<file path="src/rtl/ls_regfile.sv">
// rtl/ls_regfile.sv - 2**a x n register file, one write port, two registered read ports with bypass
module ls_regfile #(
    parameter int n       = 4,
    parameter int a       = 2,
    parameter bit ZERO_R0 = 1'b0
) (
    input  logic         clk,
    input  logic         clr,
    input  logic         we,
    input  logic [a-1:0] waddr,
    input  logic [n-1:0] win,
    input  logic [a-1:0] ra,
    input  logic [a-1:0] rb,
    output logic [n-1:0] outa,
    output logic [n-1:0] outb,
    output logic         va,
    output logic         vb
);
    localparam int DEPTH = 1 << a;

    logic [n-1:0]     mem [DEPTH];
    logic [DEPTH-1:0] valid;
    logic             wr_ok;
    logic [n:0]       rd_a;
    logic [n:0]       rd_b;

    // Entry 0 is never written when hardwired, so mem[0]/valid[0] stay cleared.
    assign wr_ok = we && !(ZERO_R0 && (waddr == '0));

    // Read priority: hardwired zero, then same-cycle write data, then stored entry.
    always_comb begin
        rd_a = {valid[ra], mem[ra]};
        if (we && (waddr == ra))
            rd_a = {1'b1, win};
        if (ZERO_R0 && (ra == '0))
            rd_a = {1'b1, {n{1'b0}}};
    end

    always_comb begin
        rd_b = {valid[rb], mem[rb]};
        if (we && (waddr == rb))
            rd_b = {1'b1, win};
        if (ZERO_R0 && (rb == '0))
            rd_b = {1'b1, {n{1'b0}}};
    end

    always_ff @(posedge clk or negedge clr) begin
        if (!clr) begin
            for (int i = 0; i < DEPTH; i++)
                mem[i] <= '0;
            valid <= '0;
            outa  <= '0;
            outb  <= '0;
            va    <= 1'b0;
            vb    <= 1'b0;
        end else begin
            if (wr_ok) begin
                mem[waddr]   <= win;
                valid[waddr] <= 1'b1;
            end
            outa <= rd_a[n-1:0];
            va   <= rd_a[n];
            outb <= rd_b[n-1:0];
            vb   <= rd_b[n];
        end
    end
endmodule

</file>
<file path="config.mk">
export PLATFORM = sky130hd
export DESIGN_NAME = ls_regfile
export DESIGN_NICKNAME = d
export VERILOG_FILES = /design/src/rtl/ls_regfile.sv
export SDC_FILE = /design/constraint.sdc
export NUM_CORES = 1
export LEC_CHECK = 0
export BUFFER_PORTS_ARGS = -buffer_cell sky130_fd_sc_hd__buf_2
export CAP_MARGIN = 20
export CORE_MARGIN = 2
export CORE_UTILIZATION = 25
export CTS_BUF_LIST = sky130_fd_sc_hd__clkbuf_2 sky130_fd_sc_hd__clkbuf_4 sky130_fd_sc_hd__clkbuf_8
export CTS_CLUSTER_SIZE = 8
export DETAILED_ROUTE_END_ITERATION = 16
export GPL_ROUTABILITY_DRIVEN = 0
export PLACE_DENSITY_LB_ADDON = 0.1
export SLEW_MARGIN = 0
export SYNTH_ARGS = -nofsm -noshare
export SYNTH_HDL_FRONTEND = slang
export SYNTH_SLANG_ARGS = --single-unit
export TNS_END_PERCENT = 100
</file>
<file path="constraint.sdc">
create_clock -name clk -period 3.2 [get_ports clk]
set_input_delay 0.48 -clock clk [delete_from_list [all_inputs] [get_ports clk]]
set_output_delay 0.48 -clock clk [all_outputs]
set_load 0.02 [all_outputs]
</file>
==> results of run 1 <==
-- cell families (layout without fill, tap and decap cells) --
| logic type | count (synthesis) | after routing | synth area share, % |
|---|---|---|---|
| xor+xnor | 4 | 4 | 2.46 |
| flops | 30 | 30 | 52.8 |
| buf+inv | 6 | 32 | 2.82 |
| mux | 34 | 34 | 35.9 |
| simple gates | 12 | 12 | 5.99 |
-- final cells by class --
| type | count | area (um2) | area share [%] |
|---|---|---|---|
| multi-input combinational | 50 | 631 | 37.4 |
| sequential | 30 | 751 | 44.6 |
| inverter | 2 | 7.51 | 0.446 |
| clock buffer | 7 | 90.1 | 5.35 |
| timing repair buffer | 22 | 110 | 6.54 |
| tap | 72 | 90.1 | 5.35 |
| clock inverter | 1 | 5.00 | 0.297 |
-- metrics by stage --
step | instance area (um2) | util, % | setup slack [ps] | total power [mW] | cells
after global placement | 1590 | 28.9 | 1550 | 0.696 | 176
after floorplan | 1420 | - | 1750 | 0.630 | 86
after global routing | 1680 | 30.6 | 1800 | 1.07 | 184
after detailed placement | 1590 | 28.9 | 1550 | 0.700 | 176
final | 1680 | 30.6 | 1860 | 1.01 | 184
after CTS | 1680 | 30.6 | 1860 | 1.03 | 184
-- power groups by stage --
stage / Combinational [mW] / Clock (mW) / Sequential [mW]
2_1_floorplan: 0.123 / 0 / 0.506
6_report: 0.214 / 0.321 / 0.473
3_3_place_gp: 0.216 / 0 / 0.480
3_5_place_dp: 0.218 / 0 / 0.482
4_1_cts: 0.219 / 0.336 / 0.475
5_1_grt: 0.233 / 0.348 / 0.484
-- cells in the final DEF, fill, tap and decap left out --
| master | synthesis | final |
|---|---|---|
| dfrtp_1 | 30 | 30 |
| mux2_2 | 22 | 22 |
| buf_2 | 2 | 22 |
| mux4_2 | 8 | 8 |
| clkbuf_8 | 0 | 6 |
| xnor2_1 | 4 | 4 |
| nand2b_1 | 3 | 3 |
| nand3_2 | 2 | 2 |
| mux2_4 | 2 | 2 |
| mux4_1 | 2 | 2 |
| inv_1 | 2 | 2 |
| nand2_1 | 2 | 2 |
| nand3b_1 | 2 | 2 |
| nand3_1 | 1 | 1 |
| nor3b_2 | 1 | 1 |
| or2_2 | 1 | 1 |
| clkbuf_4 | 0 | 1 |
| clkinv_2 | 0 | 1 |
-- worst reg2reg max path, stage by stage, from the launching register on --
cell     delay, ps
dfrtp_1        390
mux4_2         470
mux2_4         260
-- state kept, by name, summed over array words and instances, names as in the netlist --
name	flops
mem	16
outa	4
outb	4
va	1
valid	4
vb	1
-- how the worst min path moves through the flow --
| stage | from | to | slack (ps) | cells past startpoint |
|---|---|---|---|---|
| CTS | clr | valid[2] | 270 | 1 |
| detailed placement | valid[1] | valid[1] | 470 | 1 |
| global route | clr | valid[3] | 300 | 1 |
| floorplan | clr | mem[0] | 180 | 0 |
| global placement | valid[3] | valid[3] | 470 | 1 |
| finish | clr | vb | 240 | 1 |
-- metal layers --
metal,global-route usage [%],up-vias,wire [um]
li1,-,367,-
met1,14.3,440,1340
met2,19.1,18,1650
met3,3.73,4,133
met4,5.17,0,44
met5,0,-,0
==> metrics.txt, run 1 <==
TritonRoute pass-1 iters=4; EDFF count, synth=0; area delta synth->final=18.5%; Clock power frac=31.8%; fmax=746 MHz; Pint=0.741 mW; Starting Density=about a quarter; Die ar.=6300 um2; setup violators final=0; count leader, synth=dfrtp_1; Syn Area/Cell=16.5 um2; r2r worst-path depth=2; Post-Syn Nets=99; DRT Wirelength=3170 um; outcome=completed; Ys Warns=0; clock buffer depth=2; final hold vios=0; Port Buffers=22; sw power=0.268 mW; Synth top area share=52.8%; worst hold slack=roughly 240 ps; Yosys cell types=16; Yosys reg bits=30; cts bufs inserted=5; RR Startpoint=mem[0]; Root Driver=clkbuf_8; final cycle utilization of the critical path=between 40% and 50%; critical path launch point=ra[0]; remaining antenna violation count=0; initial antenna violation count=0; RSZ-0062 raised after global routing=no; Logic pwr share=21.2%; # H-tree levels=2; via count=roughly 830; Critical Path Sink=outa[1]; fin crit period=1340 ps; share of power burned in registers=46.9%; vias in the first global route=about 900; # fillers=576; Crit. End Element=flop; global-route wire length before repair=around 5000 um; hold crit path type=input pin to asynchronous set/reset pin; DRC=0; Startpoint Class=input pin; Die X=79.4 um; Post-CTS Setup Bufs=0; ant diodes=0; delay-heaviest family, CP=multiplexers; Iter 0 DRT Violations=17; CP max FO=6; main area contributors after synthesis=dfrtp_1 (53%), mux2_2 (17%), mux4_2 (13%), mux4_1 (3.7%), xnor2_1 (2.5%); Max rail drop VDD=approximately 0.16 mV; Final TNS setup=0 ps; slowest cell delay on critical path=520 ps; Required @ worst endpoint=3360 ps; Synth top cells by count=dfrtp_1 (30), mux2_2 (22), mux4_2 (8); share of layout cells above drive strength 1=58.9%; post-cts resize count=0; Switching Share=26.6%; clock skew=between 2 and 2.5 ps; Critical-path top delay cell=mux4_2; P_leak=0.689 nW; area leader, netlist=dfrtp_1; Post-CTS Hold Buffers=0; prevailing post-synth register cell=dfrtp_1; Avg WL per Cell=17.2 um; final max-slew violation count=0; CTS tree=yes; GRT Total Usage=11.7%; gr ovfl total=0; cell area after synthesis=between 1000 and 1500 um2; WS Path Type=input pin to flop; Post-synth ARST share=100%; worst slew pin tran=690 ps; core area=between 5000 and 6000 um2; Mapped Cells=86; Rel. slew slack=54.0%; nets=124; CTS clk-pin slew, worst paths=roughly 60 ps; CP cell instances=buf_2, mux4_2, mux2_2; max_cap viols=0; power per cell area=599 nW/um2; Core Rows=27; worst skew pair latency=between 200 and 300 ps; largest net degree at the start of global routing=31; Reg-to-Reg End=outb[0]; # IOs=23; critical path arrival=1500 ps; Die H=79.4 um; Worst Path Buf+Inv=1; Num Clock Sinks=30; WP depth=3; via density per instance=4.51; post-synthesis sequential area ratio=52.8%; R2R Setup Slk=1970 ps
Note: power is estimated with default switching activity, not from simulation.
==> run 2: changes to the inputs <==
ABC_AREA = 1   (was unset)
clock period = 1.35 ns   (was 3.2 ns; I/O delays follow)
==> run 2 against run 1 <==
Sequential cell count is the same. Largest power group unchanged. Synthesized cell count grew to 2.5 times the previous value. Wire length grew 38%. Synthesized area grew 11%.
==> metrics.txt, run 2 <==
DRT Wirelength=4390 um (was 3170 um); Die ar.=6970 um2 (was 6300 um2); share of power burned in registers=46.3% (was 46.9%); Post-synth ARST share=100% (unchanged); GRT Total Usage=13.2% (was 11.7%); largest net degree at the start of global routing=31 (unchanged); Syn Area/Cell=7.28 um2 (was 16.5 um2); Required @ worst endpoint=1150 ps (was 3360 ps); max_cap viols=0 (unchanged); main area contributors after synthesis=dfrtp_1 (48%), nand2_1 (21%), nand3_1 (9.5%), inv_1 (6.9%), o21ai_0 (5.7%) (was dfrtp_1 (53%), mux2_2 (17%), mux4_2 (13%), mux4_1 (3.7%), xnor2_1 (2.5%)); # fillers=681 (was 576); global-route wire length before repair=7070 um (was 5150 um); # IOs=23 (unchanged); via density per instance=4.34 (was 4.51); Logic pwr share=22.4% (was 21.2%); leading cell type in the layout, fill and taps excluded=nand2_1 (was dfrtp_1); Largest Register=mem (unchanged); cell area after synthesis=1580 um2 (was 1420 um2); clock buffer depth=2 (unchanged); vias in the first global route=1317 (was 902); Iter 0 DRT Violations=94 (was 17); Rel. slew slack=68.8% (was 54.0%); share of layout cells above drive strength 1=17.8% (was 58.9%); critical path arrival=790 ps (was 1500 ps); CTS tree=yes (unchanged); clock skew=1.57 ps (was 2.43 ps); DRC=0 (unchanged); ant diodes=0 (unchanged); Clock power frac=31.3% (was 31.8%); final hold vios=0 (unchanged); WS Path Type=flop to output port (was input pin to flop); Die X=83.5 um (was 79.4 um); area leader, netlist=dfrtp_1 (unchanged); Worst Path Buf+Inv=1 (unchanged); delay-heaviest family, CP=flip-flops (was multiplexers); Post-CTS Setup Bufs=0 (unchanged); TritonRoute pass-1 iters=4 (unchanged); power per cell area=1220 nW/um2 (was 599 nW/um2); Critical-path top delay cell=dfrtp_1 (was mux4_2); fin crit period=between 900 and 1000 ps; post-synthesis sequential area ratio=47.5% (was 52.8%); # H-tree levels=2 (unchanged); Synth top area share=47.5% (was 52.8%); prevailing post-synth register cell=dfrtp_1 (unchanged); post-cts resize count=0 (unchanged); final max-slew violation count=0 (unchanged); sw power=0.716 mW (was 0.268 mW); fin area=1880 um2 (was 1680 um2); Area after DPL=1780 um2 (was 1590 um2); via count=1397 (was 829); RSZ-0062 raised after global routing=no (unchanged); Die H=83.5 um (was 79.4 um); Num Clock Sinks=30 (unchanged); Final TNS setup=0 ps (unchanged); Startpoint Class=flop (was input pin); Avg WL per Cell=13.6 um (was 17.2 um); remaining antenna violation count=0 (unchanged); Post-CTS Hold Buffers=1 (was 0); EDFF count, synth=0 (unchanged); area delta synth->final=18.9% (was 18.5%); CP cell instances=buf_2 (was buf_2, mux4_2, mux2_2); hold crit path type=input pin to flop (was input pin to asynchronous set/reset pin); Yosys cell types=16 (unchanged); initial antenna violation count=0 (unchanged); gr ovfl total=0 (unchanged); Post-Syn Nets=230 (was 99); Ys Warns=0 (unchanged); Largest register FFs=16 (unchanged); outcome=completed (unchanged); Core Rows=28 (was 27); Max rail drop VDD=0.393 mV (was 0.162 mV); Root Driver=clkbuf_8 (unchanged); Crit. End Element=output port (was flop); commonest non-fill, non-tap cells in the layout=nand2_1 (88), nand3_1 (30), dfrtp_1 (30) (was dfrtp_1 (30), mux2_2 (22), buf_2 (22)); nets=261 (was 124); slowest cell delay on critical path=360 ps (was 520 ps); worst skew pair latency=280 ps (about the same); Mapped Cells=217 (was 86); Synth top cells by count=nand2_1 (88), dfrtp_1 (30), nand3_1 (30) (was dfrtp_1 (30), mux2_2 (22), mux4_2 (8)); Yosys reg bits=30 (unchanged); CP max FO=1 (was 6); CTS clk-pin slew, worst paths=60 ps (about the same); cts bufs inserted=5 (unchanged); P_leak=1.03 nW (was 0.689 nW); Pint=1.58 mW (was 0.741 mW); Port Buffers=22 (unchanged); R2R Setup Slk=460 ps (was 1970 ps); fmax=1000 MHz; count leader, synth=nand2_1 (was dfrtp_1); final cycle utilization of the critical path=between 70% and 80%; core area=6030 um2 (was 5510 um2); Detailed Place HPWL=3220 um; setup violators final=0 (unchanged); Starting Density=26.2% (was 25.8%); Switching Share=31.2% (was 26.6%); worst slew pin tran=467 ps (was 690 ps)
## run 2: per-layer routing
metal,share of wire [%],track usage (%)
met5,0,0
met3,3.6,3.07
met2,44,19.6
met1,51,18.7
met4,1.3,4.84
## run 2: layout make-up
type                    count  area [um2]  area share [%]
multi-input cells         148         653            34.8
repair buffers             30         173            9.20
inverters                  33         124            6.60
well taps                  75        93.8            5.00
clock buffers               6        82.6            4.40
flip-flops and latches     30         751            40.0
## run 2: kinds of logic after synthesis
kind of cell | after synthesis | synth area share [%]
compound gates | 24 | 7.92
buf+inv | 39 | 11.1
flops | 30 | 47.5
simple gates | 124 | 33.4
## run 2: stage by stage
step	hold slack, ps	cells	utilization, %	setup slack [ps]	power (mW)
after global placement	252	315	29.6	151	1.60
after global routing	210	322	31.1	306	2.46
after CTS	201	322	31.1	341	2.34
after floorplan	-93.1	217	-	452	1.42
after detailed placement	250	315	29.6	166	1.60
final	206	322	31.1	355	2.30
## run 2: final timing paths
check	endpoint	depth (start not counted)	from
max in group asynchronous	mem[0]	3	clr
worst min-delay path	outb[0]	3	win[0]
worst max register to register	outb[1]	6	mem[1]
worst min register to register	valid[3]	2	valid[3]
min in group asynchronous	mem[14]	3	clr
worst max-delay path	outa[2]	1	outa[2]
## run 2: worst reg2reg max path: cells and delay by family, from the launching register on
family,cells,cell delay (ps)
buffers and inverters,1,80
flip-flops,1,380
AND/OR/NAND/NOR,5,330
## run 2: power by group through the flow
| stage | registers (mW) | logic [mW] | clock network (mW) |
|---|---|---|---|
| after floorplan | 1.13 | 0.288 | 0 |
| after global placement | 1.08 | 0.525 | 0 |
| after detailed placement | 1.08 | 0.519 | 0 |
| after CTS | 1.06 | 0.523 | 0.750 |
| after global routing | 1.08 | 0.588 | 0.795 |
| final | 1.06 | 0.515 | 0.719 |
